[src/rtl/sr_exciter_pkg.sv]
// sr_exciter_pkg: shared types and constants for the SR latch exciter.
// Holds the controller state encoding, default hold/timeout lengths, the
// countdown width and the feedback-match helper used by the controller.
package sr_exciter_pkg;

  // Width of the shared hold/timeout countdown (covers 1..15 cycles).
  localparam int unsigned CNT_W = 4;

  // Default number of cycles S or R is held asserted per write.
  localparam int unsigned HOLD_CYC_DEF = 2;

  // Default number of WAIT cycles allowed for the latch to confirm.
  localparam int unsigned TIMEOUT_DEF = 8;

  // Controller states.
  typedef enum logic [2:0] {
    ST_IDLE  = 3'd0,
    ST_DRIVE = 3'd1,
    ST_WAIT  = 3'd2,
    ST_DONE  = 3'd3,
    ST_FAIL  = 3'd4
  } state_e;

  // Latch feedback confirms the target value only when Q equals the target
  // and Q_L is its complement; Q==Q_L (metastable/forbidden) never matches.
  function automatic logic fb_match(input logic q, input logic ql, input logic d);
    return (q == d) && (ql == ~d);
  endfunction

endpackage

[src/rtl/sr_timer.sv]
// sr_timer: small loadable down-counter shared by the hold and timeout phases.
// A load takes priority over a decrement; the count stops at zero and the
// zero flag is a plain decode of the current count.
module sr_timer
  import sr_exciter_pkg::*;
(
  input  logic             i_clk,
  input  logic             i_rst_l,
  input  logic             i_load,
  input  logic [CNT_W-1:0] i_load_val,
  input  logic             i_dec,
  output logic             o_zero
);

  logic [CNT_W-1:0] r_cnt;

  // Countdown register: reload per phase, otherwise decrement toward zero.
  always_ff @(posedge i_clk) begin
    if (!i_rst_l) begin
      r_cnt <= '0;
    end else if (i_load) begin
      r_cnt <= i_load_val;
    end else if (i_dec && (r_cnt != '0)) begin
      r_cnt <= r_cnt - CNT_W'(1);
    end
  end

  assign o_zero = (r_cnt == '0);

endmodule

[src/rtl/sr_exciter.sv]
// sr_exciter: drives S/R of an external SR latch to write a requested value,
// then waits for the latch feedback to confirm it (ACK) or times out (ERR).
// Optional feature macro: SR_EXCITER_ERRCNT_EN adds ERR_CNT[7:0], a
// saturating count of ERR pulses.
module sr_exciter
  import sr_exciter_pkg::*;
#(
  parameter int unsigned HOLD_CYC = HOLD_CYC_DEF,
  parameter int unsigned TIMEOUT  = TIMEOUT_DEF
) (
  input  logic       CLK,
  input  logic       RST_L,
  input  logic       REQ,
  input  logic       D,
  input  logic       Q_FB,
  input  logic       QL_FB,
  output logic       S,
  output logic       R,
  output logic       BUSY,
  output logic       ACK,
  output logic       ERR
`ifdef SR_EXCITER_ERRCNT_EN
  ,
  output logic [7:0] ERR_CNT
`endif
);

  // The countdown reaches zero on the last cycle of a phase, so load N-1.
  localparam logic [CNT_W-1:0] HOLD_LOAD = CNT_W'(HOLD_CYC - 1);
  localparam logic [CNT_W-1:0] TMO_LOAD  = CNT_W'(TIMEOUT - 1);

  state_e           r_state;
  state_e           w_next;
  logic             r_dcap;
  logic             w_dcap_next;
  logic             w_match_in;
  logic             w_match_cap;
  logic             w_tmr_load;
  logic [CNT_W-1:0] w_tmr_val;
  logic             w_tmr_dec;
  logic             w_tmr_zero;
  logic             r_s;
  logic             r_r;
  logic             r_busy;
  logic             r_ack;
  logic             r_err;

  // In IDLE the target is still on D (captured at this same edge), so the
  // early-match test looks at D; afterwards it uses the captured value.
  assign w_match_in  = fb_match(Q_FB, QL_FB, D);
  assign w_match_cap = fb_match(Q_FB, QL_FB, r_dcap);

  sr_timer u_timer (
    .i_clk      (CLK),
    .i_rst_l    (RST_L),
    .i_load     (w_tmr_load),
    .i_load_val (w_tmr_val),
    .i_dec      (w_tmr_dec),
    .o_zero     (w_tmr_zero)
  );

  // Next-state, capture and timer control.
  always_comb begin
    w_next      = r_state;
    w_dcap_next = r_dcap;
    w_tmr_load  = 1'b0;
    w_tmr_val   = '0;
    w_tmr_dec   = 1'b0;
    case (r_state)
      ST_IDLE: begin
        if (REQ) begin
          w_dcap_next = D;
          if (w_match_in) begin
            w_next = ST_DONE;
          end else begin
            w_next     = ST_DRIVE;
            w_tmr_load = 1'b1;
            w_tmr_val  = HOLD_LOAD;
          end
        end
      end
      ST_DRIVE: begin
        if (w_tmr_zero) begin
          w_next     = ST_WAIT;
          w_tmr_load = 1'b1;
          w_tmr_val  = TMO_LOAD;
        end else begin
          w_tmr_dec = 1'b1;
        end
      end
      ST_WAIT: begin
        if (w_match_cap) begin
          w_next = ST_DONE;
        end else if (w_tmr_zero) begin
          w_next = ST_FAIL;
        end else begin
          w_tmr_dec = 1'b1;
        end
      end
      ST_DONE: w_next = ST_IDLE;
      ST_FAIL: w_next = ST_IDLE;
      default: w_next = ST_IDLE;
    endcase
  end

  // State, captured target and registered outputs. Outputs are decoded from
  // the next state so they line up with the state they describe; S and R are
  // both gated by DRIVE and split by one bit, so 11 cannot occur.
  always_ff @(posedge CLK) begin
    if (!RST_L) begin
      r_state <= ST_IDLE;
      r_dcap  <= 1'b0;
      r_s     <= 1'b0;
      r_r     <= 1'b0;
      r_busy  <= 1'b0;
      r_ack   <= 1'b0;
      r_err   <= 1'b0;
    end else begin
      r_state <= w_next;
      r_dcap  <= w_dcap_next;
      r_s     <= (w_next == ST_DRIVE) &&  w_dcap_next;
      r_r     <= (w_next == ST_DRIVE) && !w_dcap_next;
      r_busy  <= (w_next != ST_IDLE);
      r_ack   <= (w_next == ST_DONE);
      r_err   <= (w_next == ST_FAIL);
    end
  end

  assign S    = r_s;
  assign R    = r_r;
  assign BUSY = r_busy;
  assign ACK  = r_ack;
  assign ERR  = r_err;

`ifdef SR_EXCITER_ERRCNT_EN
  logic [7:0] r_err_cnt;

  // Saturating count of timeouts; steps on the same edge that raises ERR.
  always_ff @(posedge CLK) begin
    if (!RST_L) begin
      r_err_cnt <= '0;
    end else if ((w_next == ST_FAIL) && (r_err_cnt != 8'hFF)) begin
      r_err_cnt <= r_err_cnt + 8'd1;
    end
  end

  assign ERR_CNT = r_err_cnt;
`endif

endmodule

[config.mk]
export PLATFORM = sky130hd
export DESIGN_NAME = sr_exciter
export DESIGN_NICKNAME = d
export VERILOG_FILES = /design/src/rtl/sr_exciter_pkg.sv /design/src/rtl/sr_timer.sv /design/src/rtl/sr_exciter.sv
export SDC_FILE = /design/constraint.sdc
export NUM_CORES = 1
export LEC_CHECK = 0
export CAP_MARGIN = 20
export CORE_AREA = 8 8 45 47
export DETAILED_ROUTE_END_ITERATION = 8
export DIE_AREA = 0 0 53 55
export PLACE_DENSITY = 0.72
export RECOVER_POWER = 50
export SKIP_LAST_GASP = 1
export SYNTH_ARGS = -nofsm -noshare
export SYNTH_HDL_FRONTEND = slang
export SYNTH_SLANG_ARGS = --single-unit
[constraint.sdc]
create_clock -name CLK -period 1.83 [get_ports CLK]
set_input_delay 0.366 -clock CLK [delete_from_list [all_inputs] [get_ports CLK]]
set_output_delay 0.366 -clock CLK [all_outputs]
set_load 0.005 [all_outputs]
Word level (Yosys, flattened, before mapping)
Index checks and enable logic that the tools add are counted.
{ "op_classes": {"mux": 21, "n_bitwise": 2, "n_eq_ne": 9, "reduce_logical": 11, "addsub": 1} }
{ "ops": {"columns": ["op", "n"], "rows": [
  ["two-way mux 3 bit", 5],
  ["two-way mux 1 bit", 9],
  ["case mux 3 bit (3 select lines)", 1],
  ["two-way mux 4 bit", 2],
  ["equality test 3 x 1 -> 1 bit, second input constant", 2],
  ["equality test 3 x 2 -> 1 bit, second input constant", 2],
  ["case mux 3 bit (2 select lines)", 1],
  ["logical AND 1 bit", 5],
  ["equality test 1 bit", 4],
  ["zero test 4 bit", 1],
  ["case mux 1 bit (2 select lines)", 2],
  ["nonzero test 4 bit", 1],
  ["subtractor 4 x 1 -> 4 bit, second input constant", 1],
  ["equality test 3 bit, second input constant", 1],
  ["zero test 3 bit", 1],
  ["nonzero test 3 bit", 1],
  ["two-way mux 2 bit", 1],
  ["NOT 1 bit", 2],
  ["nonzero test 2 bit", 1],
  ["zero test 1 bit", 1]
]} }
{ "totals": {"elab_cells": 52, "regBits": 13} }

Longest topological paths before layout
Gate-level depths: netlist of the first run.
{ "logic_depth": {"depth_word": 8, "depth_mapped": 6, "depth_no_buf": 6} }

Hierarchy
A second synthesis of the first run with hierarchy kept.
{ "hier_totals": {"hier_cells": 77, "area_unflattened_um2": 661.9} }
{ "modules_own_cells": {"columns": ["module", "area_per_inst_um2", "cells_per_inst", "instances"], "rows": [
  ["sr_exciter", 405.4, 46, 1],
  ["sr_timer", 256.5, 31, 1]
]} }

Worst setup path after synthesis of the first run
OpenSTA, ideal clock, no wires.
{ "synth_timing": {"path_type": "flip-flop to flip-flop", "start": "reg r_state[1]", "end": "reg u_timer.r_cnt[3]", "path_stages_with_launch": 5, "arrival_time_ns": 1.511, "path_slack_ns": 0.205, "setup_time_ns": 0.115, "period_less_slack_ns": 1.625, "path_cell_list": "dfxtp_1 -> or3b_4 -> o41ai_4 -> a21boi_0 -> o21a_1"} }
{ "synth_via": {"elab_chain_len": 4} }
{ "synth_rtl": {"columns": ["element", "line", "text"], "rows": [
  ["from (decl)", "sr_exciter.sv:32", "state_e r_state;"],
  ["from (signal assigned)", "sr_exciter.sv:119", "r_state <= w_next;"],
  ["equality test 3 x 2 -> 1 bit / equality test 3 x 1 -> 1 bit (equally long branches)", "sr_exciter.sv:69", "case (r_state)"],
  ["case mux 1 bit (2 select lines)", "sr_exciter.sv:69", null],
  ["logical AND 1 bit", "sr_timer.sv:23", "end else if (i_dec && (r_cnt != '0)) begin"],
  ["nonzero test 2 bit (no source line)", null, null],
  ["to (signal assigned)", "sr_timer.sv:22", "r_cnt <= i_load_val;"],
  ["to (signal assigned)", "sr_timer.sv:24", "r_cnt <= r_cnt - CNT_W'(1);"],
  ["to (decl)", "sr_timer.sv:15", "logic [CNT_W-1:0] r_cnt;"]
]} }
Parallel ways exist; a longest one is shown, timed or not.
A chain may end at the register's enable or synchronous reset.

Worst setup path in the final report of the first run
{ "layout_timing": {"start": "in QL_FB", "end": "reg u_timer.r_cnt[1]"} }
{ "layout_via": {"elab_chain_len": 6} }
{ "layout_rtl": {"columns": ["element", "line", "text"], "rows": [
  ["from (decl)", "sr_exciter.sv:16", "input logic QL_FB,"],
  ["equality test 1 bit", "sr_exciter_pkg.sv:27", "return (q == d) && (ql == ~d);"],
  ["logical AND 1 bit", "sr_exciter_pkg.sv:27", null],
  ["two-way mux 1 bit (on tied branches)", "sr_exciter.sv:73, sr_exciter.sv:92", null],
  ["two-way mux 1 bit / case mux 1 bit (2 select lines) (equally long branches)", "sr_exciter.sv:71, sr_exciter.sv:69", null],
  ["case mux 1 bit (2 select lines) / logical AND 1 bit (equally long branches)", "sr_exciter.sv:69, sr_timer.sv:23", null],
  ["two-way mux 4 bit / nonzero test 2 bit (equally long branches)", null, null]
]} }
Parallel ways exist; a longest one is shown, timed or not.

==> run summary, run 1 <==
==================================================================================
Total number of yosys warnings ......................................            0
Die height ..........................................................        55 um
Final Instance Count excl. Fillers ..................................          103
Clock tree from TritonCTS ...........................................        built
Total Nets Final ....................................................           95
Worst endpoint data arrival time ....................................      1900 ps
Via Count ...........................................................          553
Setup Slack @ Placement .............................................      -208 ps
Maximum operating frequency .........................................      577 MHz
Leakage component of the power ......................................  0.000381 uW
Clock network power share ...........................................        18.3%
Cell count after placement ..........................................           99
Share of synthesized registers carrying an async set or reset .......           0%
Reg2Reg Launch Point ................................................ u_timer.r_cnt[0]
Final critical delay including setup and external delays ............      1730 ps
Combinational cell fraction of total power ..........................        42.5%
Hold slack final ....................................................       523 ps
Combined global-route utilization of all metal layers ...............        11.2%
Power per Cell Area ................................................. 1170 mW/mm^2
Max-slew headroom at the worst pin ..................................        74.1%
CTS Buffer Depth ....................................................            2
Flop pwr share ......................................................        39.2%
Nets in the synthesized netlist .....................................           74
Largest net degree at the start of global routing ...................            8
Post-cts repair resize count ........................................            0
Die extent in x .....................................................        53 um
Vias per Instance ...................................................         5.37
Final-report hold violation count ...................................            0
Initial antenna violation count .....................................            0
Reg clk slew, reported paths ........................................        80 ps
Hold_buf cts ........................................................            0
Switching pwr .......................................................       318 uW
Number of cells traversed by the worst hold path ....................            1
Netlist Area Pre-Place ..............................................    627 sq um
Destination of the worst hold path .................................. u_timer.r_cnt[0]
Launch point of the worst hold path ................................. u_timer.r_cnt[0]
Number of register bits inferred by synthesis .......................           13
First drt pass iteration count ......................................            4
Skew final ..........................................................      2.46 ps
GRT overflow ........................................................            0
Worst vdd ir ........................................................       704 uV
Minimum setup slack in the final design .............................      98.2 ps
Buffer type at the clock tree root ..................................     clkbuf_4
Post-synth EDFFs ....................................................            0
Part of the Yosys area used for sequential elements .................        41.5%
Register-to-register path setup slack ...............................       120 ps
I/O pins ............................................................           11
Maximum capacitance violations ......................................            0
Final setup fails ...................................................            0
Vias in the first global route ......................................          527
Crit path capture type ..............................................    flip-flop
Cell-by-cell trace of the critical path ............................. clkdlybuf4s50_1 -> or3b_2 -> and3_1 -> o311a_1
Post-CTS setup repair buffer count ..................................            0
Count of input and output buffers ...................................           10
Tcrit/Tclk final ....................................................        94.6%
First-pass GRT wire length ..........................................      2310 um
Top_reg_cell synth ..................................................      dfxtp_1
CP Max Fanout .......................................................            4
Final HPWL from detailed placement ..................................      1090 um
Cell count of the worst reg-to-reg path .............................            7
Area contributors post-synth ........................................ dfxtp_1, inv_1, o41ai_4
Starting density of the core ........................................        45.3%
Total length of routed wires ........................................      1350 um
Total clock buffers created by CTS ..................................            3
Synthesized area divided by synthesized cell count ..................   9.36 sq um
Cell Int Power ......................................................       650 uW
H-tree level count ..................................................            1
Required time of the critical path ..................................      2000 ps
Area share of the leading cell type in the synthesized netlist ......        41.5%
Longest individual stage delay on the worst path ....................       500 ps
Share of final-layout standard cells stronger than drive strength 1 .        20.7%
Mapped Cells ........................................................           67
Sum Neg Setup Slack .................................................         0 ps
Setup repair after global routing missed its margin .................        false
Detailed Route Iter0 Violations .....................................            6
DRC viols ...........................................................            0
Worst slew pin tran .................................................       387 ps
Switching power as a share of total power ...........................        32.9%
Outcome .............................................................    completed
Critical-path top delay cell ........................................ clkdlybuf4s50_1
Die Outline Area .................................................... 0.00292 sq mm
GP Congestion .......................................................        0.764
Cell type contributing the most total cell area after synthesis .....      dfxtp_1
Number of max-slew violations in the final report ...................            0
Min-Delay Path Class ................................................      reg2reg
Final ANT Viol Nets .................................................            0
Clock latency at the later pin of the worst-skew pair ...............       280 ps
Synth-to-layout area growth .........................................        32.1%
Diodes inserted .....................................................            0
Site Rows ...........................................................           14
Post-DP Area ........................................................    792 sq um
Post-route design area ..............................................    828 sq um
R2R Path End ........................................................ u_timer.r_cnt[3]
Filler cell count in the final layout ...............................          133
Cell variety after synth ............................................           29
Critical path startpoint category ...................................   input port
Core Box Area ....................................................... 0.00138 sq mm
Average wire per cell in the routed design ..........................      13.1 um
Clock net sink count ................................................           13
Classification of the worst setup path ..............................       in2reg
==================================================================================
flip-flops by register name (all words and copies together) (netlist names):
register,cells
R,1
u_timer.r_cnt,4
r_dcap,1
ERR,1
ACK,1
S,1
BUSY,1
r_state,3
cells in the mapped netlist (2+ instances only):
library cell and count:
and3_1 2, dfxtp_1 13, inv_1 9, mux2i_1 2
nand2_1 2, nand3_1 2, nor2_1 7, nor3_1 4
nor3b_1 2, o21a_1 2, o21ai_0 2, o311a_1 2
or3b_2 2
critical path: cells and delay by family:
family                 cells  cell delay, ps
buffers and inverters      1             500
AOI/OAI and AO/OA          1             340
and+or+nand+nor            2             690
metal layers:
| layer | global-route usage (%) | routed length [um] |
|---|---|---|
| met5 | 0 | 0 |
| met4 | 7.76 | 38 |
| met3 | 3.74 | 83 |
| met2 | 19.7 | 694 |
| met1 | 11.1 | 535 |
area by class of cell:
cell class	count	area [sq um]	area share [%]
Clock buffer	4	26.3	3.17
Inverter	9	33.8	4.08
Multi-Input combinational cell	45	344	41.5
Sequential cell	13	263	31.7
Tap cell	16	20.0	2.42
Timing Repair Buffer	16	141	17.1
power groups by stage:
stage                     logic (uW)  registers, uW  clock network (uW)
after global routing             462            387                 197
after detailed placement         410            383                   0
final                            411            379                 177
after CTS                        411            375                 187
after floorplan                  251            381                   0
after global placement           398            380                   0
logic make-up (layout without fill, tap and decap cells):
| family | after synthesis | after routing | share of synthesized area (%) |
|---|---|---|---|
| adders and majority gates | 1 | 1 | 2.00 |
| buffers and inverters | 9 | 29 | 5.39 |
| muxes | 2 | 2 | 3.19 |
| AOI/OAI and AO/OA | 13 | 13 | 19.0 |
| and+or+nand+nor | 29 | 29 | 28.9 |
| DFF | 13 | 13 | 41.5 |
how the worst max path moves through the flow:
stage	from	endpoint	slack, ps	cells past startpoint
floorplan	r_state[1]	u_timer.r_cnt[3]	200	4
global placement	QL_FB	u_timer.r_cnt[1]	-150	5
detailed placement	QL_FB	u_timer.r_cnt[1]	-210	5
CTS	QL_FB	u_timer.r_cnt[1]	70	5
global route	u_timer.r_cnt[0]	u_timer.r_cnt[1]	3	7
finish	QL_FB	u_timer.r_cnt[1]	100	4
stage by stage:
step,utilization (%),total power (uW)
3_5_place_dp,57.2,793
3_3_place_gp,57.2,778
6_report,59.9,968
5_1_grt,59.9,1050
2_1_floorplan,-,631
4_1_cts,59.1,973
layout by cell type (no fill, tap or decap), types with 2 or more instances in the layout:
master / Yosys / routed
dfxtp_1: 13 / 11
inv_1: 9 / 9
nor2_1: 7 / 6
clkdlybuf4s50_1: 0 / 5
dlygate4sd3_1: 0 / 5
buf_4: 0 / 5
nor3_1: 4 / 4
clkbuf_4: 0 / 3
or3b_2: 2 / 2
nand2_1: 2 / 2
mux2i_1: 2 / 2
nor3b_1: 2 / 2
and3_1: 2 / 2
o21a_1: 2 / 2
nand3_1: 2 / 2
o311a_1: 2 / 2
clkbuf_1: 0 / 2
dfxtp_2: 0 / 2
Note: power is estimated with default switching activity, not from simulation.
==> run 2, diff against run 1 <==
REMOVE_ABC_BUFFERS = 1   (was unset)
==> results of run 2 <==
The final DEF is identical to that of run 1; final timing and power are the same.
